## config.mk

```make
export PLATFORM = sky130hd
export DESIGN_NAME = divider
export DESIGN_NICKNAME = d
export VERILOG_FILES = /design/src/rtl/divider.sv
export SDC_FILE = /design/constraint.sdc
export NUM_CORES = 1
export LEC_CHECK = 0
export CAP_MARGIN = 0
export CORE_MARGIN = 2
export CORE_UTILIZATION = 35
export CTS_CLUSTER_SIZE = 24
export DETAILED_ROUTE_END_ITERATION = 10
export PLACE_DENSITY = 0.66
export SLEW_MARGIN = 20
export SYNTH_ARGS = -nofsm -noshare
export SYNTH_HDL_FRONTEND = slang
export SYNTH_SLANG_ARGS = --single-unit
```

## constraint.sdc

```tcl
create_clock -name clk -period 6.47 [get_ports clk]
set_input_delay 1.941 -clock clk [delete_from_list [all_inputs] [get_ports clk]]
set_output_delay 1.941 -clock clk [all_outputs]
set_load 0.02 [all_outputs]
```

## src/rtl/divider.sv

```systemverilog
// Iterative 32-bit restoring divider with a begin/end coprocessor handshake.
// One quotient bit per clock; results and div_end are registered on the last step.
// state | meaning
// IDLE  | waiting for div_begin
// CALC  | 32 restoring steps, div_begin ignored
// DONE  | one cycle, div_end=1, may accept a back-to-back request
module divider #(
  parameter int WIDTH = 32
) (
  input  logic             clk,
  input  logic             resetn,
  input  logic             div_begin,
  input  logic             div_signed,
  input  logic [WIDTH-1:0] div_op1,
  input  logic [WIDTH-1:0] div_op2,
  output logic [WIDTH-1:0] quotient,
  output logic [WIDTH-1:0] remainder,
  output logic             div_busy,
  output logic             div_end
);

  typedef enum logic [1:0] {S_IDLE, S_CALC, S_DONE} state_t;

  state_t           r_state;
  logic [4:0]       r_cnt;
  logic [WIDTH-1:0] r_rem;
  logic [WIDTH-1:0] r_quo;
  logic [WIDTH-1:0] r_dsr;
  logic [WIDTH-1:0] r_op1;
  logic             r_qneg;
  logic             r_rneg;
  logic             r_dz;
  logic [WIDTH-1:0] r_quotient;
  logic [WIDTH-1:0] r_remainder;
  logic             r_busy;
  logic             r_end;

  logic [WIDTH-1:0] w_shift_r;
  logic [WIDTH:0]   w_diff;
  logic             w_ge;
  logic [WIDTH-1:0] w_next_r;
  logic [WIDTH-1:0] w_next_q;
  logic [WIDTH-1:0] w_mag1;
  logic [WIDTH-1:0] w_mag2;
  logic [WIDTH-1:0] w_fin_q;
  logic [WIDTH-1:0] w_fin_r;

  // One step: shift {R,Q} left, trial-subtract the divisor magnitude.
  assign w_shift_r = {r_rem[WIDTH-2:0], r_quo[WIDTH-1]};
  assign w_diff    = {1'b0, w_shift_r} - {1'b0, r_dsr};
  assign w_ge      = ~w_diff[WIDTH];
  assign w_next_r  = w_ge ? w_diff[WIDTH-1:0] : w_shift_r;
  assign w_next_q  = {r_quo[WIDTH-2:0], w_ge};

  assign w_mag1 = (div_signed && div_op1[WIDTH-1]) ? -div_op1 : div_op1;
  assign w_mag2 = (div_signed && div_op2[WIDTH-1]) ? -div_op2 : div_op2;

  // Divide-by-zero overrides the sign fixup; 0x80000000/-1 wraps naturally.
  assign w_fin_q = r_dz ? '1    : (r_qneg ? -w_next_q : w_next_q);
  assign w_fin_r = r_dz ? r_op1 : (r_rneg ? -w_next_r : w_next_r);

  always_ff @(posedge clk) begin
    if (!resetn) begin
      r_state     <= S_IDLE;
      r_cnt       <= '0;
      r_rem       <= '0;
      r_quo       <= '0;
      r_dsr       <= '0;
      r_op1       <= '0;
      r_qneg      <= 1'b0;
      r_rneg      <= 1'b0;
      r_dz        <= 1'b0;
      r_quotient  <= '0;
      r_remainder <= '0;
      r_busy      <= 1'b0;
      r_end       <= 1'b0;
    end else begin
      r_end <= 1'b0;
      case (r_state)
        S_IDLE, S_DONE: begin
          if (div_begin) begin
            r_state <= S_CALC;
            r_cnt   <= '0;
            r_rem   <= '0;
            r_quo   <= w_mag1;
            r_dsr   <= w_mag2;
            r_op1   <= div_op1;
            r_qneg  <= div_signed & (div_op1[WIDTH-1] ^ div_op2[WIDTH-1]);
            r_rneg  <= div_signed & div_op1[WIDTH-1];
            r_dz    <= (div_op2 == '0);
            r_busy  <= 1'b1;
          end else begin
            r_state <= S_IDLE;
            r_busy  <= 1'b0;
          end
        end
        S_CALC: begin
          r_rem <= w_next_r;
          r_quo <= w_next_q;
          r_cnt <= r_cnt + 5'd1;
          if (r_cnt == 5'd31) begin
            r_state     <= S_DONE;
            r_quotient  <= w_fin_q;
            r_remainder <= w_fin_r;
            r_end       <= 1'b1;
          end
        end
        default: begin
          r_state <= S_IDLE;
          r_busy  <= 1'b0;
        end
      endcase
    end
  end

  assign quotient  = r_quotient;
  assign remainder = r_remainder;
  assign div_busy  = r_busy;
  assign div_end   = r_end;

endmodule

```

==> reports/qor.csv, run 1 <==
metric,value,unit
switchingPower,1.01,mW
start_util,35.5,%
wirelength,38.4,mm
hold_ws,448,ps
num_vias,12341,
r2r_slack,1250,ps
syn_nets,1780,
hold_path.class,reg2reg,
finalClockSkew,13.3,ps
synth_simple_gate_area_share,20.7,%
coreArea,0.0356,sq mm
netlist_top_cells_count,"nand2_1 (210), dfxtp_1 (203), a21oi_1 (191)",
cts.repair.resized,0,
timing.final.hold_violations,0,
n_antenna_cell,0,
hold_depth,2,
p_per_area,223,mW/mm^2
ys_seq_area_share,32.2,%
area_delta_synth_final,18.8,%
wire_per_inst,17.4,um
slew_headroom,29.4,%
io_pins,134,
synth_xor_xnor_area_share,8.88,%
drc_errors,0,
path_clk_slew,60,ps
post_cts_buffers,0,
clockBufferDepth,3,
grt_pass1_vias,11346,
grt_util_all_layers,19.6,%
end_kind,register,
slew_viol_final,0,
worst-path-max-fanout,20,
synth.most_common_cell,nand2_1,
cp.required,6940,ps
reg2reg_from,r_quo[31],
syn-instance-count,1673,
via_per_inst,5.58,
fillers,3673,
ctsHtreeMaxLevel,1,
die_x,194,um
start_kind,register,
insertion_delay,530,ps
cp_slowest_cell,or2_2,
async_reset_ff_share,0,%
drtPass1Iterations,5,
p_leak,5.57,nW
synth_area,0.0126,sq mm
synth_area_leaders,"dfxtp_1 (32%), a21oi_1 (7.6%), nand2_1 (6.2%)",
place.gp.congestion,0.896,
overflow,0,
antenna_found_initial,0,
cp.arrival,5690,ps
comb_power_share,20.6,%
status,completed,
hold_buffers,0,
synth_flop_cell,dfxtp_1,
cts_tree,yes,
synth_adder_area_share,3.92,%
worst_path_most_repeated_cell,o21ai_0,
fmax,0.192,GHz
cts.sinks,203,
synth-edff-count,0,
dieArea,0.0376,sq mm
finalNonFillerCells,2210,
drv_cap,0,
antenna_left,0,
synth_warnings,0,
synth_top_area_share,32.2,%
synthMuxAreaShare,1.43,%
cp_cell_sequence,inv_1 > ha_1 > fa_1 > nand2b_1 > a21boi_0 > o211ai_1 > a21oi_2 > or2_2 > o21ai_0 > ha_1 > and2_1 > o2111ai_1 > nor2_1 > and4_1 > a22oi_1 > o21ai_0 > xnor2_1 > o21ai_0 > o211a_1,
synth_compound_area_share,28.0,%
netlist-cell-type-count,74,
nets,1843,
grt_max_degree,103,
die_h,194,um
p_clk_share,39.0,%
holdCritStartpoint,r_dsr[31],
cts_buffers,24,
sequentialPowerShare,40.3,%
fin_crit,5220,ps
avgSynthCellArea,7.55,sq um
place_hpwl,28.4,mm
post-route-period-util,80.6,%
first_iter_violations,1148,
synth_top_family_by_area,compound AO/OA/AOI/OAI gates,
critPathMaxStageDelay,480,ps
ir_drop,183,uV
cts_root_buf,clkbuf_16,
netlist.top_cell.by_area,dfxtp_1,
switching_share,30.2,%
synth-seq-cells,203,
crit_type,reg2reg,
fp-row-count,69,
setup_tns,0,ps
rsz0062_at_grt,false,
reg2reg_depth,19,
internal-power,2.34,mW
dpl.cell_count,2171,
r2r_end,remainder[20],
setup_viol,0,
final_layout_size_suffix_gt1_share,4.23,%
worstMarginPinSlew,1060,ps
grt_pass1_wl,61.4,mm
holdPathEnd,r_dsr[31],
io_buffers,133,
-- worst max path at each step --
stage                     startpoint             to  slack (ps)  cells after the start
after floorplan            r_quo[31]  remainder[20]        1820                     23
after global placement    div_op1[1]      r_quo[29]        1250                     11
after detailed placement  div_op1[1]      r_quo[29]        1240                     11
after CTS                  r_quo[31]  remainder[20]        1310                     19
after global routing       r_quo[31]  remainder[20]         820                     19
final                      r_quo[31]  remainder[20]        1250                     19
-- registers in the layout, indices dropped and copies added (netlist names) --
name	cells
remainder	32
div_busy	1
r_cnt	5
r_rem	31
r_quo	32
r_op1	32
quotient	32
div_end	1
r_dz	1
r_rneg	1
r_qneg	1
r_dsr	32
r_state	2
-- layout by cell type, fill, tap and decap left out, types with 38 or more instances in the layout --
cell type,count
inv_1,51
xnor2_1,45
dfxtp_1,202
ha_1,38
o21ai_0,119
clkdlybuf4s50_1,132
nand2_1,210
xor2_1,83
a22oi_1,48
nor2_1,158
a21oi_1,191
-- power groups by stage --
stage | Clock, mW | Combinational (mW) | Sequential [mW]
finish | 1.31 | 0.691 | 1.35
global route | 1.38 | 0.767 | 1.36
CTS | 1.33 | 0.685 | 1.35
detailed placement | 0 | 0.682 | 1.38
global placement | 0 | 0.675 | 1.37
floorplan | 0 | 0.489 | 1.36
-- critical path: cells and delay by family (launching register included) --
family                   cells  cell delay (ps)
XOR/XNOR                     1              180
adder cells (fa/ha/maj)      3              930
AO/OA/AOI/OAI                9             2310
buffers and inverters        1               70
flip-flops                   1              460
AND/OR/NAND/NOR              5             1180
-- cells by family (layout without fill, tap and decap cells) --
family,count (synthesis),count (layout)
DFF,203,203
xor gates and xnor gates,128,128
and+or+nand+nor,560,560
adders and majority gates,39,39
buffers and inverters,163,239
muxes,18,18
AOI/OAI and AO/OA,562,562
-- layout make-up --
class | instances | area (sq um) | share of cell area [%]
repair buffers | 147 | 1430 | 9.54
clock inverters | 5 | 70.1 | 0.467
flip-flops and latches | 203 | 4070 | 27.1
inverters | 53 | 201 | 1.34
multi-input cells | 1307 | 7970 | 53.1
well taps | 461 | 577 | 3.85
clock buffers | 34 | 688 | 4.59
-- metal layers --
layer | up-vias | wire (um) | share of wire (%) | track usage [%]
met4 | 0 | 620 | 1.6 | 3.87
met2 | 356 | 17400 | 45 | 31.9
li1 | 6166 | - | - | -
met5 | - | 0 | 0 | 0
met3 | 46 | 2170 | 5.6 | 1.81
met1 | 5773 | 18200 | 47 | 28.2
-- stage by stage --
step	total power, mW	worst slack (ps)	instance area, sq um	utilization [%]
final	3.35	1250	15000	42.2
after global routing	3.51	824	15000	42.2
after CTS	3.37	1310	15000	42.2
after detailed placement	2.06	1240	14200	40.0
after global placement	2.05	1250	14200	40.0
after floorplan	1.85	1820	12600	-
No activity file was read; power rests on OpenSTA's default activity.
==> run 2, diff against run 1 <==
- PLACE_DENSITY: 0.66 -> 0.68
- clock period: 6.47 -> 4.35 ns (I/O delays scaled with it)
==> reports/qor.csv, run 2 (synthesis results as in run 1) <==
metric,value,unit
status,completed,
internal-power,3.54,mW
rsz0062_at_grt,false,
comb_power_share,24.0,%
hold_path.class,reg2reg,
drc_errors,0,
cp.arrival,4440,ps
antenna_left,0,
cp_cell_sequence,inv_1 > ha_1 > a21oi_1 > nand2_1 > buf_4 > o211a_1 > a2111oi_0 > a2bb2oi_1 > and2_1 > a31oi_1 > or3b_1 > o31ai_1 > xnor2_1 > o22ai_1,
worstMarginPinSlew,1130,ps
cts_tree,yes,
setup_tns,0,ps
grt_pass1_vias,12591,
switchingPower,1.62,mW
cts.repair.resized,0,
p_per_area,322,mW/mm^2
fp-row-count,69,
p_clk_share,37.1,%
nets,1967,
place_hpwl,32.5,mm
area_delta_synth_final,26.8,%
timing.final.hold_violations,0,
die_h,194,um
overflow,0,
fin_crit,4050,ps
cp_slowest_cell,a2111oi_0,
insertion_delay,530,ps
critical_path.top_delay_family,compound AO/OA/AOI/OAI gates,
io_buffers,133,
cp.required,4740,ps
drtPass1Iterations,6,
clockBufferDepth,3,
path_depth,14,
dieArea,0.0376,sq mm
worst-path-max-fanout,4,
start_util,35.5,%
end_kind,register,
reg2reg_depth,14,
start_kind,register,
place.gp.congestion,0.917,
first_iter_violations,1109,
p_leak,6.19,nW
postLayoutCoreUtil,45.0,%
wire_per_inst,18.3,um
ir_drop,266,uV
finalNonFillerCells,2338,
coreArea,0.0356,sq mm
ctsHtreeMaxLevel,1,
grt_max_degree,132,
dpl.cell_count,2294,
layout_common_cells,"nand2_1 (210), dfxtp_1 (203), a21oi_1 (191)",
setup_slack,295,ps
wirelength,42.9,mm
switching_share,31.4,%
path_clk_slew,60,ps
final_layout_size_suffix_gt1_share,10.9,%
crit_type,reg2reg,
slew_headroom,24.4,%
hold_buffers,0,
num_vias,13158,
critPathBufInv,2,
critPathMaxStageDelay,620,ps
setup_viol,0,
via_per_inst,5.63,
cts_buffers,25,
hold_depth,2,
finalClockSkew,17.7,ps
dp_worst_setup_slack,-146,ps
die_x,194,um
grt_pass1_wl,68.1,mm
post_cts_buffers,0,
antenna_found_initial,1,
io_pins,134,
cts_root_buf,clkbuf_16,
fmax,0.247,GHz
grt_util_all_layers,22.0,%
slew_viol_final,0,
cts.sinks,203,
drv_cap,0,
final_common_cell,nand2_1,
sequentialPowerShare,38.9,%
post-route-period-util,93.2,%
run 2: cell types whose count changed in the layout (fill, tap and decap cells not counted), sizes merged:
cell           before  now
buf                15  137
bufinv              1    0
clkbuf             34   36
clkdlybuf4s50     132  133
clkinv              2    5
diode               0    1
run 2: cell type report:
class,instances,area [sq um]
diodes,1,2.50
clock buffers,36,687
clock inverters,7,48.8
fillers,3617,19600
inverters,53,201
multi-input cells,1307,8030
flip-flops and latches,203,4060
well taps,461,577
repair buffers,270,2410
run 2: power groups by stage:
| stage | registers (mW) | logic, mW | clock network [mW] |
|---|---|---|---|
| after floorplan | 2.02 | 0.732 | 0 |
| after global placement | 2.04 | 1.19 | 0 |
| after detailed placement | 2.04 | 1.21 | 0 |
| after CTS | 2.00 | 1.21 | 1.94 |
| after global routing | 2.01 | 1.35 | 2.02 |
| final | 2.01 | 1.24 | 1.91 |
run 2: stage by stage:
stage	hold slack (ps)	area, sq um	total power, mW
2_1_floorplan	432	12700	2.75
3_3_place_gp	443	15200	3.23
3_5_place_dp	447	15200	3.25
4_1_cts	458	16000	5.16
5_1_grt	463	16000	5.38
6_report	458	16000	5.16
run 2: path summary, 6_finish.rpt:
path	from	endpoint	slack, ps
setup reg to reg	r_dsr[7]	remainder[24]	300
hold reg to reg	r_op1[4]	r_op1[4]	460
hold / removal	r_op1[4]	r_op1[4]	460
setup / recovery	r_dsr[7]	remainder[24]	300
run 2: tightest hold or removal path: stages, from the launching register on:
cell and delay (ps):
dfxtp_1 310, nand2_1 50, a21oi_1 50
run 2: metal layers:
metal	part of all wire [%]	GRT usage, %	wire [um]	up-vias
met5	0	0	0	-
met1	47	30.9	20200	6227
met2	44	35.0	19100	439
li1	-	-	-	6420
met4	2.6	6.65	1130	0
met3	5.8	2.82	2500	72
